===== config.mk =====
export PLATFORM = sky130hd
export DESIGN_NAME = bin2bcd_seq
export DESIGN_NICKNAME = d
export VERILOG_FILES = /design/src/rtl/bin2bcd_pkg.sv /design/src/rtl/bin2bcd_seq_adj3.sv /design/src/rtl/bin2bcd_seq.sv
export SDC_FILE = /design/constraint.sdc
export NUM_CORES = 1
export LEC_CHECK = 0
export CORE_MARGIN = 10
export CORE_UTILIZATION = 54
export CTS_CLUSTER_DIAMETER = 120
export DETAILED_ROUTE_END_ITERATION = 6
export GPL_TIMING_DRIVEN = 0
export MAX_ROUTING_LAYER = met4
export PLACE_DENSITY_LB_ADDON = 0.3
export SYNTH_ARGS = -nofsm -noshare
export SYNTH_HDL_FRONTEND = slang
export SYNTH_SLANG_ARGS = --single-unit

===== constraint.sdc =====
create_clock -name clk -period 2.1 [get_ports clk]
set_input_delay 0.42 -clock clk [delete_from_list [all_inputs] [get_ports clk]]
set_output_delay 0.42 -clock clk [all_outputs]
set_load 0.05 [all_outputs]

===== src/rtl/bin2bcd_pkg.sv =====
// Shared state encoding and constants for the bin2bcd_seq shift-and-add-3 converter.
package bin2bcd_pkg;

    localparam int NIB_W = 4;

    typedef enum logic [1:0] {
        IDLE  = 2'd0,
        SHIFT = 2'd1,
        DONE  = 2'd2
    } state_t;

    // All-nines BCD pattern occupying the low 'digits' nibbles (up to 16 digits).
    function automatic logic [63:0] bcd_nines(input int digits);
        logic [63:0] pat;
        pat = 64'd0;
        for (int i = 0; i < 16; i++) begin
            if (i < digits) begin
                pat[i*NIB_W +: NIB_W] = 4'd9;
            end else begin
                pat[i*NIB_W +: NIB_W] = 4'd0;
            end
        end
        return pat;
    endfunction

endpackage


===== src/rtl/bin2bcd_seq_adj3.sv =====
// Combinational double-dabble nibble correction: values of 5 or more get 3 added.
module bcd_adj3
    import bin2bcd_pkg::*;
(
    input  logic [NIB_W-1:0] nib,
    output logic [NIB_W-1:0] adj
);

    // Pre-shift correction so the following doubling carries into the next decade.
    always_comb begin
        if (nib >= 4'd5) begin
            adj = nib + 4'd3;
        end else begin
            adj = nib;
        end
    end

endmodule


===== src/rtl/bin2bcd_seq.sv =====
// Sequential binary-to-BCD converter (double dabble), one bit per cycle.
// Optional macro BIN2BCD_SAT_EN: saturate bcd to all nines when the value overflows.
module bin2bcd_seq
    import bin2bcd_pkg::*;
#(
    parameter int BIN_W  = 14,
    parameter int DIGITS = 4
) (
    input  logic                      clk,
    input  logic                      rst_n,
    input  logic                      start,
    input  logic [BIN_W-1:0]          bin,
    output logic                      busy,
    output logic                      done,
    output logic [NIB_W*DIGITS-1:0]   bcd,
    output logic                      overflow
);

    localparam int SCR_W = (DIGITS + 1) * NIB_W;
    localparam int OUT_W = NIB_W * DIGITS;
    localparam int CNT_W = $clog2(BIN_W + 1);
    localparam logic [CNT_W-1:0] LAST_CNT = CNT_W'(BIN_W - 1);

    state_t             state_r;
    logic [SCR_W-1:0]   scratch_r;
    logic [SCR_W-1:0]   adj_s;
    logic [SCR_W-1:0]   scratch_next_s;
    logic [BIN_W-1:0]   shift_r;
    logic [CNT_W-1:0]   cnt_r;
    logic               ovf_s;
    logic [OUT_W-1:0]   result_s;

    genvar g;
    generate
        for (g = 0; g <= DIGITS; g++) begin : g_adj
            bcd_adj3 u_adj (
                .nib (scratch_r[g*NIB_W +: NIB_W]),
                .adj (adj_s[g*NIB_W +: NIB_W])
            );
        end
    endgenerate

    assign scratch_next_s = {adj_s[SCR_W-2:0], shift_r[BIN_W-1]};

    // Result taken from the scratch value produced by the final shift.
    always_comb begin
        ovf_s = |scratch_next_s[SCR_W-1 -: NIB_W];
`ifdef BIN2BCD_SAT_EN
        if (ovf_s) begin
            result_s = OUT_W'(bcd_nines(DIGITS));
        end else begin
            result_s = scratch_next_s[OUT_W-1:0];
        end
`else
        result_s = scratch_next_s[OUT_W-1:0];
`endif
    end

    // Control FSM and datapath; outputs load on the last shift so they appear with done.
    always_ff @(posedge clk) begin
        if (!rst_n) begin
            state_r   <= IDLE;
            scratch_r <= {SCR_W{1'b0}};
            shift_r   <= {BIN_W{1'b0}};
            cnt_r     <= {CNT_W{1'b0}};
            busy      <= 1'b0;
            done      <= 1'b0;
            bcd       <= {OUT_W{1'b0}};
            overflow  <= 1'b0;
        end else begin
            case (state_r)
                IDLE: begin
                    done <= 1'b0;
                    if (start) begin
                        shift_r   <= bin;
                        scratch_r <= {SCR_W{1'b0}};
                        cnt_r     <= {CNT_W{1'b0}};
                        busy      <= 1'b1;
                        state_r   <= SHIFT;
                    end else begin
                        busy <= 1'b0;
                    end
                end
                SHIFT: begin
                    scratch_r <= scratch_next_s;
                    shift_r   <= {shift_r[BIN_W-2:0], 1'b0};
                    cnt_r     <= cnt_r + CNT_W'(1);
                    if (cnt_r == LAST_CNT) begin
                        bcd      <= result_s;
                        overflow <= ovf_s;
                        done     <= 1'b1;
                        state_r  <= DONE;
                    end else begin
                        done <= 1'b0;
                    end
                end
                DONE: begin
                    done    <= 1'b0;
                    busy    <= 1'b0;
                    state_r <= IDLE;
                end
                default: begin
                    done    <= 1'b0;
                    busy    <= 1'b0;
                    state_r <= IDLE;
                end
            endcase
        end
    end

endmodule

# Word level (Yosys, flattened, before mapping)

Index checks and enable logic that the tools add are counted.

Output and inout port bits: 19
Logic and storage cells: 47
Register bits after elaboration: 59

Add/sub/neg operators: 6
Magnitude comparators: 5
Muxes and demuxes: 17
Reduce and logical (&&, ||, !) cells: 7
Eq/ne operators: 4

Operators by type and width:

| kind                  | number |
|---|---|
| $pmux W20 S2          | 1 |
| $pmux W14 S2          | 1 |
| $ge A4 B3 Y1 const B  | 5 |
| $mux W20              | 1 |
| $mux W4               | 5 |
| $add A4 B2 Y4 const B | 4 |
| $mux W14              | 1 |
| $pmux W4 S2           | 1 |
| $reduce_and A2 Y1     | 4 |
| $add A4 B1 Y4 const B | 1 |
| $eq A4 B4 Y1 const B  | 1 |
| $mux W2               | 2 |
| $ne A2 B2 Y1 const B  | 2 |
| $pmux W2 S2           | 1 |
| $reduce_or A4 Y1      | 1 |
| $add A3 B2 Y3 const B | 1 |
| $mux W3               | 1 |
| $eq A2 B1 Y1 const B  | 1 |
| $logic_not A2 Y1      | 1 |
| $mux W1               | 2 |
| $pmux W1 S2           | 1 |
| $reduce_bool A2 Y1    | 1 |

# Longest topological paths before layout

Gate-level depths: netlist of the first run.

Word-level depth: 3
Gate-level depth with buffers: 7

# Cells and area by module

Synthesis of the first run repeated with hierarchy kept, for this count alone.

Cell total of the unflattened synthesis: 293
Area, all modules: 2693.8 um2

Modules (own cells, without submodules):

| module      | instances | cells an instance | area an instance (um2) |
|---|---|---|---|
| bin2bcd_seq | 1         | 213               | 2187.1 |
| bcd_adj3    | 5         | 16                | 101.3 |

# Worst setup path after synthesis of the first run

Ideal clock, no wire load.

Kind: register to register
Start point: register scratch_r[16]
End point: register scratch_r[18]
Stages on the path, launching flop included: 7
Path slack: 613 ps
Buffers on the path: 0
Arrival: 1417 ps
Required time: 2030 ps
Cells stage by stage: dfxtp_1 -> inv_1 -> ha_1 -> nand2b_1 -> a21oi_1 -> mux2_2 -> o21ai_1

Cells in the longest elaborated chain, start to end: 3
Elaborated cells between the ends (all ways): 4
Those cells by class: add/sub (1); order compare (1); mux (2)

RTL lines:

| element                                              | RTL line                                       | source |
|---|---|---|
| start, declared                                      | bin2bcd_seq.sv:25                              | `logic [SCR_W-1:0] scratch_r;` |
| start signal, assigned                               | bin2bcd_seq.sv:63                              | `scratch_r <= {SCR_W{1'b0}};` |
| start signal, assigned                               | bin2bcd_seq.sv:76                              | `scratch_r <= {SCR_W{1'b0}};` |
| start signal, assigned                               | bin2bcd_seq.sv:85                              | `scratch_r <= scratch_next_s;` |
| $ge A4 B3 Y1 / $add A3 B2 Y3 (equally long branches) | bin2bcd_seq_adj3.sv:11, bin2bcd_seq_adj3.sv:12 |  |
| $mux W3 *                                            | bin2bcd_seq_adj3.sv:11                         | `if (nib >= 4'd5) begin` |
| $pmux W20 S2 *                                       | bin2bcd_seq.sv:71                              | `case (state_r)` |

Mark *: on every way between the ends. The rest lies on a longest branch, timed or not.
A chain may end at the register's enable or synchronous reset.

# Final worst setup path of the first run

Start point: register bcd[12]
End point: output bcd[12]

RTL lines:

| element                | RTL line          | source |
|---|---|---|
| start, declared        | bin2bcd_seq.sv:15 | `output logic [NIB_W*DIGITS-1:0] bcd,` |
| start signal, assigned | bin2bcd_seq.sv:68 | `bcd <= {OUT_W{1'b0}};` |
| start signal, assigned | bin2bcd_seq.sv:89 | `bcd <= result_s;` |

No word-level cell between the ends.

==> impl_results.md, run 1 <==
* Status: finished, final reports clean
* Vias in the first global route at 2,211
* WL final at 6560 µm
* Clock network fraction of total power at 44.6%
* Worst slew margin at 59.9%
* Post-synthesis async set-or-reset flop share at 0%
* Worst EP required at 1680 ps
* Core area at 4820 µm²
* Fmax at 518 MHz
* Die Ht at 91.1 µm
* Syn Area/Cell at 8.57 µm²
* Port Buffer Count at 34
* Post-CTS setup buffer count at 0
* Layout area overhead at 23.3%
* H-Tree Depth at 3
* Sequential Power Share at 47.9%
* Clock skew at 5.09 ps
* Post-DRT Antenna Nets at 0
* Critical Path Fanout Max at 2
* Placed Area at 3160 µm²
* First-pass DRT Iterations at 4
* PwrDens at 723 nW/µm²
* Final setup viols at 0
* Final Cell Area at 3370 µm²
* Post-synthesis sequential area ratio at 43.2%
* Cell leakage power at 0.00122 µW
* Warnings, synthesis at 0
* Root Buffer: clkbuf_8
* Final nets at 393
* Setup Crit Path Kind: flip-flop to output port
* RSZ-0062 raised after global routing: false
* Startpoint Class: flip-flop
* Dpl ws at 191 ps
* Area contributors post-synth: dfxtp_1, nand2_1, ha_1, a21oi_1, a311oi_1
* Diodes inserted at 0
* Yosys cell types at 37
* Post-route setup TNS at 0 ps
* Post-synthesis sequential element count at 59
* Endpoints failing hold at 0
* Pins Over Slew Limit at 0
* HP Class: input port to flip-flop
* Iter 0 DRT Violations at 148
* Worst Tran Pin Value at 602 ps
* Layout cells sized above 1 at 11.4%
* CTS tree: done
* HPWL after detailed placement at 4620 µm
* CTS Buf Count at 9
* Slowest CP cell: clkdlybuf4s50_1
* Mapped Cells at 319
* Period minus WS final at 1930 ps
* WL/cell at 15.0 µm
* Critical Path Max Stage Delay at 820 ps
* Gp weighted congestion at 0.876
* EDFF count, synth at 0
* Int Pwr at 1860 µW
* CP bufs+invs at 1
* Initial core utilization at 56.7%
* Ports at 36
* Sequential Area at 1180 µm²
* Clk slew on worst S/H paths at 70 ps
* Total GRT Usage at 16.6%
* Arrival @ worst endpoint at 1510 ps
* Final Cycle Share at 91.9%
* P_sw at 572 µW
* Avg Vias per Cell at 5.56
* Clk Latency, worst-skew pair at 340 ps
* CP delay by family, top: buffers and inverters
* Maximum vdd drop at 0.471 mV
* Cell row count at 25
* Cell Area, Synth at 2730 µm²
* Largest net degree at the start of global routing at 11
* Post-synth top cells: dfxtp_1, nand2_1, nor2_1
* Resized Gates After CTS at 0
* DRC at 0
* Grt total ovfl at 0
* Clock Path Buffers at 2
* Die width at 91.1 µm
* Post-route insts no fill at 436
* Yosys top cell by area: dfxtp_1
* # hold bufs at CTS at 0
* Multi-input logic area at 1390 µm²
* Layout fillers at 394
* Post-synth top area share at 43.2%
* Combinational group share of total power at 7.5%
* Maxcap violations at 0
* Switching part of the total at 23.5%
* Clock sinks at 59
* Vias at 2,423
* Final WS setup at 170 ps
* Placed insts at 420
* Die ar. at 8310 µm²
* Cell chain of the critical path: clkdlybuf4s50_1
* First-pass GRT wire length at 11,000 µm
* Top-count cell post-synth: dfxtp_1
* Ys flop type: dfxtp_1
* Setup crit end kind: output port
* Initial antenna violation count at 0
* Synth Net Count at 348
-- metal layers --
layer / vias to the layer above / share of wire [%] / global-route usage [%]
met3: 10 / 5.8 / 5.02
li1: 1214 / - / -
met5: - / 0 / -
met2: 73 / 47 / 25.2
met1: 1126 / 46 / 20.2
met4: 0 / 1.3 / 6.27
-- worst reg2reg max path, cell delays in order (launching register included) --
cell and delay (ps):
dfxtp_1 350, inv_1 120, ha_1 270, nand2b_1 80, a21oi_1 320, mux2_2 390, o21ai_1 100
-- final cells by class --
class	count	area share (%)
multi-input combinational	227	41.2
sequential	59	35.1
timing repair buffer	34	10.1
clock buffer	12	4.90
buffer	19	3.27
tap	67	2.49
inverter	14	1.56
clock inverter	4	1.41
-- cells in the final DEF (no fill, tap or decap), drive strengths merged, types with 13 or more instances in the layout --
cell type / n
nor2: 31
a311oi: 14
clkbuf: 19
nand2: 43
inv: 13
a21oi: 25
o21ai: 25
clkdlybuf4s50: 34
dfxtp: 59
-- sequential cells by signal (all words and copies together), names as in the netlist --
| name | count |
|---|---|
| shift_r | 14 |
| bcd | 16 |
| scratch_r | 20 |
| state_r | 2 |
| busy | 1 |
| cnt_r | 4 |
| done | 1 |
| overflow | 1 |
-- power by group through the flow --
stage	clock (µW)	sequential (µW)	combinational [µW]
2_1_floorplan	0	1190	109
3_3_place_gp	0	1190	177
3_5_place_dp	0	1190	180
4_1_cts	1110	1170	181
5_1_grt	1160	1170	200
6_report	1090	1170	182
-- final timing paths --
check / start / end / slack, ps / cells past startpoint
worst max-delay path: bcd[12] / bcd[12] / 170 / 1
worst min-delay path: rst_n / overflow / 430 / 3
worst max register to register: scratch_r[16] / scratch_r[18] / 410 / 6
worst min register to register: bcd[10] / bcd[10] / 470 / 2
-- cell families (layout without fill, tap and decap cells) --
group	after synthesis	count (layout)	share of synthesized area (%)
AOI/OAI and AO/OA	85	85	19.8
xor gates and xnor gates	5	5	1.60
adders and majority gates	12	12	5.49
buffers and inverters	33	83	5.95
DFF	59	59	43.2
muxes	9	9	3.57
and+or+nand+nor	116	116	20.3
-- per-stage QoR --
step	total power [µW]	hold WS, ps	util [%]
floorplan	1300	455	-
global placement	1370	454	65.5
finish	2430	431	69.9
CTS	2450	409	69.9
global route	2520	426	69.9
detailed placement	1370	457	65.5
No activity file was read; power rests on OpenSTA's default activity.
==> run 2: changes to the inputs <==
CORE_UTILIZATION = 30   (was 54)
CTS_CLUSTER_DIAMETER = unset   (was 120)
==> run 2 against run 1 <==
Clock skew rose by 4.0 ps; non-clock buffer count unchanged; critical path depth stayed put; highest routed layer unchanged; fmax shrank 0.72%; combinational power is essentially flat; hold slack got worse by 16 ps; total power is 1.9% lower; first-iteration DRC count decreased by 35%; cell count is 9.4% higher; via count down 0.17%; wire length increased by 11%; critical path type unchanged; die area up 60%.
==> impl_results.md, run 2 (synthesis gave the netlist of run 1 again) <==
* Post-Route Utilization at 38.6% (-31 points)
* PwrDens at 702 nW/µm² (-2.8%)
* DRC at 0 (unchanged)
* Cell row count at 34 (+36%)
* Post-DRT Antenna Nets at 0 (unchanged)
* Setup crit end kind: output port
* Final Cycle Share at 92.6% (+0.66 points)
* Critical Path Max Stage Delay at 820 ps (about the same)
* HP Class: input port to flip-flop
* Commonest non-fill, non-tap cell in the layout: dfxtp_1
* Vias in the first global route at 2,380 (+7.6%)
* Initial core utilization at 31.0% (-26 points)
* First-pass DRT Iterations at 4 (unchanged)
* Clock Path Buffers at 2 (unchanged)
* RSZ-0062 raised after global routing: false
* Port Buffer Count at 34 (unchanged)
* HPWL after detailed placement at 5070 µm (+9.7%)
* Maximum vdd drop at 0.268 mV (-43%)
* Resized Gates After CTS at 0 (unchanged)
* Die width at 115 µm (+27%)
* WL final at 7260 µm (+11%)
* Final setup viols at 0 (unchanged)
* CTS Buf Count at 9 (unchanged)
* Fmax at 514 MHz (-0.72%)
* Gp weighted congestion at 0.810 (-7.4%)
* Layout fillers at 897 (+130%)
* Critical Path Fanout Max at 2 (unchanged)
* Startpoint Class: flip-flop
* Worst EP required at 1680 ps (about the same)
* Avg Vias per Cell at 5.07 (-8.7%)
* Root Buffer: clkbuf_8
* Initial antenna violation count at 0 (unchanged)
* Cell leakage power at 0.00121 µW (-0.76%)
* Ports at 36 (unchanged)
* Endpoints failing hold at 0 (unchanged)
* Setup Crit Path Kind: flip-flop to output port
* WL/cell at 15.2 µm (+1.1%)
* # hold bufs at CTS at 0 (unchanged)
* Design Power at 2390 µW (-1.9%)
* Final nets at 393 (unchanged)
* Biggest regs: scratch_r x20, bcd x16, shift_r x14
* Clock sinks at 59 (unchanged)
* First-pass GRT wire length at 11,800 µm (+8.1%)
* Maxcap violations at 0 (unchanged)
* CP bufs+invs at 1 (unchanged)
* Worst Tran Pin Value at 593 ps (-8.64 ps)
* Pins Over Slew Limit at 0 (unchanged)
* Core area at 8810 µm² (+83%)
* Reg with most FFs: scratch_r
* Layout cells sized above 1 at 11.1% (-0.27 points)
* Diodes inserted at 0 (unchanged)
* Number of flip-flops in the largest register at 20 (unchanged)
* Dpl ws at 187 ps (-3.43 ps)
* CTS tree: done
* Clock skew at 9.04 ps (+3.95 ps)
* Worst slew margin at 60.5% (+0.58 points)
* Grt total ovfl at 0 (unchanged)
* Final WS setup at 156 ps (-13.9 ps)
* Post-route setup TNS at 0 ps (unchanged)
* Layout area overhead at 24.5%
* Die Ht at 115 µm (+27%)
* Slowest CP cell: clkdlybuf4s50_1
* H-Tree Depth at 3 (unchanged)
* Period minus WS final at 1940 ps (+13.9 ps)
* Largest net degree at the start of global routing at 11 (unchanged)
* Clk Latency, worst-skew pair at 340 ps (about the same)
* Die ar. at 13,300 µm² (+60%)
* Vias at 2,419 (-0.17%)
* Total GRT Usage at 11.5% (-5.0 points)
* Arrival @ worst endpoint at 1520 ps (about the same)
* Status: finished, final reports clean
* Clk slew on worst S/H paths at 70 ps (about the same)
* Cell chain of the critical path: clkdlybuf4s50_1
* Iter 0 DRT Violations at 96 (-35%)
* Post-CTS setup buffer count at 0 (unchanged)
* Most frequent cells in the layout: dfxtp_1, nand2_1, clkdlybuf4s50_1
* CP delay by family, top: buffers and inverters
[run 2: cell count changes in the layout (fill, tap and decap cells not counted), sizes merged]
cell | before | now
clkinv | 3 | 4
clkbuf | 19 | 18
[run 2: worst min-delay path, stage by stage]
cell and delay [ps]:
buf_2 160, o21ai_0 90, a31oi_1 40
[run 2: per-layer routing]
layer	global-route usage, %	part of all wire (%)
met1	14.4	49
met2	17.3	46
met3	2.74	3.1
met4	5.15	2.6
met5	-	0
[run 2: cell type report]
type	instances	area [µm²]	area share, %
inverters	14	52.6	1.54
clock buffers	11	141	4.16
flip-flops and latches	59	1180	34.7
well taps	108	135	3.97
repair buffers	34	340	10.0
clock inverters	5	52.6	1.54
plain buffers	19	110	3.24
multi-input cells	227	1390	40.8
[run 2: final timing paths]
check	start	end	slack, ps	cells after the start
worst min register to register	bcd[6]	bcd[6]	470	2
worst max register to register	scratch_r[0]	bcd[2]	430	6
worst min-delay path	rst_n	overflow	410	3
worst max-delay path	bcd[0]	bcd[0]	160	1
[run 2: stage by stage]
stage               instance area [µm²]  instances  hold slack (ps)
finish                             3400        477              414
floorplan                          2730        319              455
CTS                                3400        477              406
global route                       3400        477              434
global placement                   3210        461              457
detailed placement                 3210        461              460
[run 2: power by group]
group	internal (µW)	total, µW	switching (µW)
Clock	574	1040	465
Sequential	1150	1170	19.1
Combinational	74.5	184	109
Total	1800	2390	593
==> run 3: changes to the inputs <==
GPL_TIMING_DRIVEN = unset   (was 0)
clock period = 1.85 ns   (was 2.1 ns; I/O delays follow)
==> run 3 against run 2 <==
Non-clock buffer count is 5 lower; cell count is 1.3% lower; hold slack better by 58 ps; critical endpoint is now scratch_r[18]; setup slack better by 28 ps; flip-flop and latch count stayed put.
==> impl_results.md, run 3 (synthesis gave the netlist of run 1 again) <==
* Worst EP required at 2120 ps (+440 ps)
* Critical Path Fanout Max at 5 (+3)
* Critical R2R Launch: scratch_r[16]
* Largest net degree at the start of global routing at 44 (+33)
* Maximum vdd drop at 0.295 mV (+10%)
* Cell chain of the critical path: inv_1 > ha_1 > nand2b_1 > a21oi_1 > mux2_2 > o21ai_1
* Port Buffer Count at 35 (+2.9%)
* Vias at 2,364 (-2.3%)
* R2r setup slk at 180 ps (-250 ps)
* Avg Vias per Cell at 5.02 (-1.0%)
* Cell depth of the worst setup path at 6 (+5)
* Post-DRT Antenna Nets at 0 (unchanged)
* DRC at 0 (unchanged)
* Vias in the first global route at 2,323 (-2.4%)
* Final setup viols at 0 (unchanged)
* Gp weighted congestion at 0.729 (-10%)
* Clock skew at 8.22 ps (-0.820 ps)
* Core area at 8810 µm² (unchanged)
* Reg with most FFs: scratch_r
* Die width at 115 µm (unchanged)
* Final nets at 388 (-1.3%)
* WHS Path Cells at 2 (-1)
* First-pass GRT wire length at 11,300 µm (-4.4%)
* HPWL after detailed placement at 4490 µm (-11%)
* Pins Over Slew Limit at 0 (unchanged)
* Final Cycle Share at 90.1%
* First-pass DRT Iterations at 5 (+1)
* Fmax at 600 MHz
* CTS tree: done
* Critical Path Start: scratch_r[16]
* Layout cells sized above 1 at 16.5% (+5.4 points)
* WL final at 6560 µm (-9.5%)
* Post-Route Utilization at 38.7% (+0.071 points)
* Clock Path Buffers at 2 (unchanged)
* CP delay by family, top: compound AO/OA/AOI/OAI gates
* CTS Buf Count at 9 (unchanged)
* Cell leakage power at 0.00127 µW (+5.2%)
* Placed insts at 456 (-1.1%)
* Layout fillers at 889 (-0.89%)
* H-Tree Depth at 3 (unchanged)
* Startpoint Class: flip-flop
* PwrDens at 820 nW/µm² (+17%)
* Arrival @ worst endpoint at 1930 ps (+410 ps)
* Clk Latency, worst-skew pair at 340 ps (about the same)
* Most frequent cells in the layout: dfxtp_1, nand2_1, buf_4
* Clk slew on worst S/H paths at 70 ps (about the same)
* Worst slew margin at 64.6% (+4.1 points)
* Initial core utilization at 31.0% (unchanged)
* Endpoints failing hold at 0 (unchanged)
* Slowest CP cell: mux2_2
* Hold path start: bcd[9]
* WHS Endpoint: bcd[9]
* Grt total ovfl at 0 (unchanged)
* Cell row count at 34 (unchanged)
* Post-route insts no fill at 471 (-1.3%)
* Maxcap violations at 0 (unchanged)
* Number of flip-flops in the largest register at 20 (unchanged)
* Layout area overhead at 24.7%
* Setup Crit Path Kind: flip-flop to flip-flop
* Die ar. at 13,300 µm² (unchanged)
* Period minus WS final at 1670 ps
* # hold bufs at CTS at 0 (unchanged)
* Root Buffer: clkbuf_8
* Diodes inserted at 0 (unchanged)
* Resized Gates After CTS at 0 (unchanged)
* Total GRT Usage at 10.9% (-0.62 points)
* Ports at 36 (unchanged)
* Post-route setup TNS at 0 ps (unchanged)
* Initial antenna violation count at 0 (unchanged)
* WL/cell at 13.9 µm (-8.4%)
* Post-CTS setup buffer count at 0 (unchanged)
* Commonest non-fill, non-tap cell in the layout: dfxtp_1
* RSZ-0062 raised after global routing: false
* Setup crit end kind: flip-flop
* HP Class: flip-flop to flip-flop
* Status: finished, final reports clean
* Worst reg-to-reg path cell count at 6 (unchanged)
* Iter 0 DRT Violations at 107 (+11%)
* Worst Tran Pin Value at 531 ps (-61.9 ps)
* Reg-to-reg critical path endpoint: scratch_r[18]
* Die Ht at 115 µm (unchanged)
* Biggest regs: scratch_r x20, bcd x16, shift_r x14
* Clock sinks at 59 (unchanged)
* Critical Path Max Stage Delay at 380 ps (-440 ps)
* CP bufs+invs at 1 (unchanged)
[run 3: tightest hold or removal path, stage by stage (launching register included)]
cell	delay [ps]
dfxtp_1	310
nand2_1	50
o22ai_1	60
[run 3: power breakdown]
part / leakage (µW) / internal (µW) / total (µW) / switching, µW
Clock: 0.000109 / 763 / 1260 / 493
Sequential: 0.000479 / 1300 / 1320 / 19.9
Combinational: 0.000683 / 97.6 / 216 / 118
[run 3: routing by layer]
layer / share of wire (%) / vias to the layer above / global-route usage, %
met1: 49 / 1117 / 13.4
met3: 2.9 / 9 / 2.95
met2: 46 / 39 / 16.4
li1: - / 1199 / -
met5: 0 / - / -
met4: 1.7 / 0 / 4.81
[run 3: cell type report]
type                    instances  area (µm²)  area share (%)
multi-input cells             227        1390            40.7
flip-flops and latches         59        1180            34.7
repair buffers                 48         438            12.8
clock buffers                  14         183            5.36
well taps                     108         135            3.96
inverters                      14        52.6            1.54
clock inverters                 1        30.0           0.881
[run 3: how the worst max path moves through the flow]
stage	endpoint	slack [ps]
floorplan	scratch_r[18]	360
global placement	scratch_r[0]	180
detailed placement	scratch_r[19]	150
CTS	scratch_r[6]	180
global route	scratch_r[6]	20
finish	scratch_r[18]	180
[run 3: per-stage QoR]
stage                     total power (µW)  hold WS (ps)  setup WS (ps)  instance area, µm²
after floorplan                       1480           455            363                2730
after global placement                1570           459            181                3200
after detailed placement              1570           460            146                3200
after CTS                             2840           471            179                3410
after global routing                  2920           487           21.2                3410
final                                 2790           472            184                3410
